<file path="src/rtl/pe_seq_ctrl.sv">
// rtl/pe_seq_ctrl.sv - micro-op sequencer that feeds one pe compute unit
// Runs one job at a time: flush, stream MAC terms, optional bias and ReLU, emit, return result.
module pe_seq_ctrl #(
  parameter int LEN_W = 16,
  parameter int XLEN  = 32
) (
  input  logic             clk,
  input  logic             rst_n,
  input  logic             cfg_valid,
  output logic             cfg_ready,
  input  logic [LEN_W-1:0] cfg_len,
  input  logic             cfg_bias_en,
  input  logic             cfg_relu_en,
  input  logic [XLEN-1:0]  cfg_bias,
  input  logic             op_valid,
  output logic             op_ready,
  input  logic [XLEN-1:0]  op_x,
  input  logic [XLEN-1:0]  op_w,
  input  logic             abort,
  output logic [XLEN-1:0]  pe_x,
  output logic [XLEN-1:0]  pe_weight,
  output logic             pe_in_valid,
  output logic             pe_flush,
  output logic             pe_out_en,
  output logic             pe_calc_bias,
  output logic             pe_calc_relu,
  input  logic [XLEN-1:0]  pe_result,
  input  logic             pe_out_valid,
  input  logic             pe_illegal_uop,
  output logic             res_valid,
  input  logic             res_ready,
  output logic [XLEN-1:0]  res_data,
  output logic             busy,
  output logic             err
);

  typedef enum logic [2:0] {
    S_IDLE, S_FLUSH, S_MAC, S_BIAS, S_RELU, S_EMIT, S_OUT
  } state_t;

  state_t           state;
  logic [LEN_W-1:0] cnt;
  logic             bias_en;
  logic             relu_en;
  logic [XLEN-1:0]  bias;
  logic             aborting;

  // Abort only matters while the PE holds partial state; IDLE and OUT ignore it.
  assign aborting = abort && (state inside {S_FLUSH, S_MAC, S_BIAS, S_RELU, S_EMIT});

  function automatic state_t post_mac(input logic b, input logic r);
    return b ? S_BIAS : (r ? S_RELU : S_EMIT);
  endfunction

  always_ff @(posedge clk or negedge rst_n) begin
    if (!rst_n) begin
      state   <= S_IDLE;
      cnt     <= '0;
      bias_en <= 1'b0;
      relu_en <= 1'b0;
      bias    <= '0;
      err     <= 1'b0;
    end else begin
      if (aborting) begin
        state <= S_IDLE;
      end else begin
        case (state)
          S_IDLE: if (cfg_valid) begin
            cnt     <= cfg_len;
            bias_en <= cfg_bias_en;
            relu_en <= cfg_relu_en;
            bias    <= cfg_bias;
            err     <= 1'b0;
            state   <= S_FLUSH;
          end
          S_FLUSH: state <= (cnt != '0) ? S_MAC : post_mac(bias_en, relu_en);
          S_MAC: if (op_valid) begin
            cnt <= cnt - LEN_W'(1);
            if (cnt == LEN_W'(1)) state <= post_mac(bias_en, relu_en);
          end
          S_BIAS:  state <= relu_en ? S_RELU : S_EMIT;
          S_RELU:  state <= S_EMIT;
          S_EMIT:  state <= S_OUT;
          S_OUT:   if (pe_out_valid && res_ready) state <= S_IDLE;
          default: state <= S_IDLE;
        endcase
      end
      // Placed last so an illegal flag in the accept cycle is not lost.
      if (pe_illegal_uop) err <= 1'b1;
    end
  end

  always_comb begin
    cfg_ready    = 1'b0;
    op_ready     = 1'b0;
    res_valid    = 1'b0;
    pe_x         = '0;
    pe_weight    = '0;
    pe_in_valid  = 1'b0;
    pe_flush     = 1'b0;
    pe_out_en    = 1'b0;
    pe_calc_bias = 1'b0;
    pe_calc_relu = 1'b0;
    case (state)
      S_IDLE:  cfg_ready = 1'b1;
      S_FLUSH: pe_flush = 1'b1;
      S_MAC: begin
        op_ready    = 1'b1;
        pe_in_valid = op_valid;
        pe_x        = op_valid ? op_x : '0;
        pe_weight   = op_valid ? op_w : '0;
      end
      S_BIAS: begin
        pe_in_valid  = 1'b1;
        pe_calc_bias = 1'b1;
        pe_weight    = bias;
      end
      S_RELU:  pe_calc_relu = 1'b1;
      S_EMIT:  pe_out_en = 1'b1;
      S_OUT:   res_valid = pe_out_valid;
      default: cfg_ready = 1'b0;
    endcase
    if (aborting) begin
      op_ready    = 1'b0;
      pe_x        = '0;
      pe_weight   = '0;
      pe_in_valid = 1'b0;
      pe_flush    = 1'b1;
      pe_out_en   = 1'b0;
      pe_calc_bias = 1'b0;
      pe_calc_relu = 1'b0;
    end
  end

  assign res_data = pe_result;
  assign busy     = (state != S_IDLE);

endmodule

</file>
<file path="config.mk">
export PLATFORM = sky130hd
export DESIGN_NAME = pe_seq_ctrl
export DESIGN_NICKNAME = d
export VERILOG_FILES = /design/src/rtl/pe_seq_ctrl.sv
export SDC_FILE = /design/constraint.sdc
export NUM_CORES = 1
export LEC_CHECK = 0
export ABC_AREA = 1
export CAP_MARGIN = 0
export CORE_MARGIN = 10
export CORE_UTILIZATION = 35
export DETAILED_ROUTE_END_ITERATION = 16
export PLACE_DENSITY_LB_ADDON = 0.12
export SLEW_MARGIN = 20
export SYNTH_ARGS = -nofsm -noshare
export SYNTH_HDL_FRONTEND = slang
export SYNTH_SLANG_ARGS = --single-unit
</file>
<file path="constraint.sdc">
create_clock -name clk -period 3.3 [get_ports clk]
set_input_delay 0.495 -clock clk [delete_from_list [all_inputs] [get_ports clk]]
set_output_delay 0.495 -clock clk [all_outputs]
set_load 0.03 [all_outputs]
</file>
==> flow_metrics.tcl <==
set metrics [dict create \
    p_seq_frac 0.332 \
    clockBufferDepth 2 \
    max_slew.worst_pin.slew_ns 0.680 \
    mostFrequentLayoutCell "clkdlybuf4s50_1" \
    period_share 0.925 \
    die_y_microns 125 \
    gr-usage-met1 0.196 \
    grt_max_degree 66 \
    grt_first_pass_wirelength_mm 22.8 \
    antenna_cells 0 \
    grt_pass1_vias 4022 \
    num_rows 38 \
    cp_max_fo 65 \
    rsz0062_at_grt "no" \
    switching_share 0.472 \
    cp_cell_sequence "inv_2, nor2_4, nand2_4, nor2_4, buf_12, a22oi_1, nor2_1, clkdlybuf4s50_1" \
    power.density_nw_per_um2 651 \
    syn_inst 576 \
    cts_sinks 54 \
    fin_setup_tns_ns 0 \
    gp_congestion 0.858 \
    avgSynthCellArea_sq_um 6.75 \
    cp.arrival_ns 2.56 \
    cp_common_cell "nor2_4" \
    wire_per_inst_microns 16.8 \
    peakVddDrop_v 0.000292 \
    stdcell_area_sq_um 5780 \
    fin_skew_ns 0.00716 \
    numCtsBuffers 5 \
    die_x_microns 125 \
    fin_crit_ns 3.05 \
    fmax_mhz 328 \
    io_buffers 195 \
    hpwl_mm 11.4 \
    p_sw_mw 1.78 \
    ys_seq_elements 54 \
    synthToLayoutAreaGrowth_pct 48.7 \
    p_leak_nw 2.77 \
    htreeDepth 2 \
    nets 881 \
    seq_area_frac_synth 0.347 \
    cts_resized 0 \
    ios 260 \
    holdBufCountCts 0 \
    dieArea_sq_um 15700 \
    use_met2 0.308 \
    synth.distinct_cells 33 \
    synth_area_sq_um 3890 \
    crit_path_start_kind "flop" \
    hold_class "input port to asynchronous set/reset pin" \
    synth_warnings 0 \
    pwr-share-clk 0.118 \
    max_cap_viol_count 0 \
    coreArea_sq_um 10800 \
    cts-root-buf "clkbuf_8" \
    overflow 0 \
    cts.reportedPaths.clkPinSlew_ns 0.10 \
    use_met3 0.0617 \
    placed_area_sq_um 5680 \
    via_per_inst 4.77 \
    top_usage_layer "met2" \
    drive_above_1_share 0.0525 \
    vias 4123 \
    clock_latency_ns 0.30 \
    path_class "flop to output pin" \
    relSlewSlack 0.547 \
    finalHoldViolCount 0 \
    setup_viol 0 \
    track_usage 0.174 \
    end_kind "output pin" \
    cts_setup_buffers 0 \
    cts_tree "yes" \
    crit_required_ns 2.80 \
    grt_antenna_before_repair 0 \
    drc 0 \
    wirelength_mm 14.5 \
    critical-path-max-stage-delay_ns 0.68 \
    final_cell_mix "clkdlybuf4s50_1, nand2_1, nor2_1" \
    status "completed" \
    n_fill_cell 1087 \
    initial_utilization 0.359 \
    drt_iter0_markers 169 \
    syn_nets 733 \
    crit_slowest_cell "clkdlybuf4s50_1" \
    dr.pass1.iters 5 \
    cellInternalPower_mw 1.99 \
    ant_nets 0 \
    p_comb_frac 0.550 \
    slew_violations 0 \
]
==> logic make-up (layout without fill, tap and decap cells) <==
kind of cell	Yosys count	in the layout	share of synthesized area
AO/OA/AOI/OAI	58	58	0.0978
flip-flops	54	54	0.347
XOR/XNOR	2	2	0.00451
adder cells (fa/ha/maj)	3	3	0.00965
buffers and inverters	120	268	0.164
AND/OR/NAND/NOR	339	339	0.376
==> synthesized netlist by cell type <==
cell type | number | area, sq um
nand2_1 | 180 | 676
nor2_1 | 71 | 267
dfrtp_1 | 54 | 1350
inv_1 | 54 | 203
nand3_1 | 54 | 270
buf_4 | 38 | 285
a22oi_1 | 32 | 240
o21ai_0 | 15 | 75.1
buf_2 | 13 | 65.1
a21oi_1 | 6 | 30.0
clkbuf_1 | 6 | 22.5
inv_2 | 5 | 18.8
nor3_1 | 5 | 25.0
or2_2 | 5 | 31.3
buf_6 | 4 | 45.0
nand4_1 | 4 | 25.0
nor2_4 | 4 | 45.0
ha_1 | 3 | 37.5
o211ai_1 | 3 | 22.5
or2_1 | 3 | 18.8
nand2_4 | 2 | 22.5
nand3b_1 | 2 | 15.0
nor2_2 | 2 | 12.5
or2_0 | 2 | 12.5
a21o_1 | 1 | 7.51
nand2_2 | 1 | 6.26
nand3_2 | 1 | 10.0
nand4_2 | 1 | 12.5
nor3b_1 | 1 | 7.51
nor4_1 | 1 | 6.26
o21ai_1 | 1 | 5.00
xnor2_1 | 1 | 8.76
xor2_1 | 1 | 8.76
==> registers in the layout (all words and copies together), names as in the netlist <==
signal,count
bias,32
bias_en,1
cnt,16
err,1
relu_en,1
state,3
==> worst paths after layout <==
path	startpoint	endpoint	slack [ns]	depth (start not counted)
min in group clk	bias[22]$_DFFE_PN0P_	bias[22]$_DFFE_PN0P_	0.48	2
max	state[1]$_DFFE_PN0P_	pe_weight[4]	0.25	8
max in group asynchronous	rst_n	bias[1]$_DFFE_PN0P_	2.29	2
max reg2reg	state[2]$_DFFE_PN0P_	cnt[4]$_DFFE_PN0P_	1.16	7
min	rst_n	cnt[7]$_DFFE_PN0P_	0.22	1
min reg2reg	bias[22]$_DFFE_PN0P_	bias[22]$_DFFE_PN0P_	0.48	2
==> final cells by class <==
class / instances / area (sq um) / share of cell area
timing repair buffer: 202 / 2020 / 0.350
multi-input combinational: 402 / 1910 / 0.330
clock inverter: 2 / 38.8 / 0.00671
tap: 140 / 175 / 0.0303
clock buffer: 5 / 68.8 / 0.0119
sequential: 54 / 1350 / 0.234
inverter: 59 / 221 / 0.0383
==> power by group through the flow <==
stage	clock, mW	combinational (mW)	sequential (mW)
final	0.443	2.07	1.25
after global routing	0.481	2.34	1.30
after CTS	0.460	2.10	1.25
after detailed placement	0	2.09	1.26
after global placement	0	2.05	1.25
after floorplan	0	1.52	1.17
==> metrics by stage <==
step | util | cells | hold slack, ns | worst slack [ns] | power (mW)
3_3_place_gp | 0.524 | 857 | 0.453 | 0.411 | 3.30
6_report | 0.533 | 864 | 0.220 | 0.247 | 3.77
5_1_grt | 0.533 | 864 | 0.265 | 0.0954 | 4.11
3_5_place_dp | 0.524 | 857 | 0.464 | 0.371 | 3.35
4_1_cts | 0.533 | 864 | 0.237 | 0.247 | 3.81
2_1_floorplan | - | 576 | 0.199 | 1.15 | 2.70
==> critical path, delay by kind of cell (launching register included) <==
family	cells	cell delay, ns
DFF	1	0.52
buffers and inverters	3	1.06
AOI/OAI and AO/OA	1	0.11
and+or+nand+nor	4	0.51
==> per-layer routing <==
layer / wire, microns / vias to the layer above
li1: - / 2085
met1: 5820 / 1855
met2: 7180 / 171
met3: 1320 / 12
met4: 177 / 0
met5: 0 / -
Note: power is estimated with default switching activity, not from simulation.
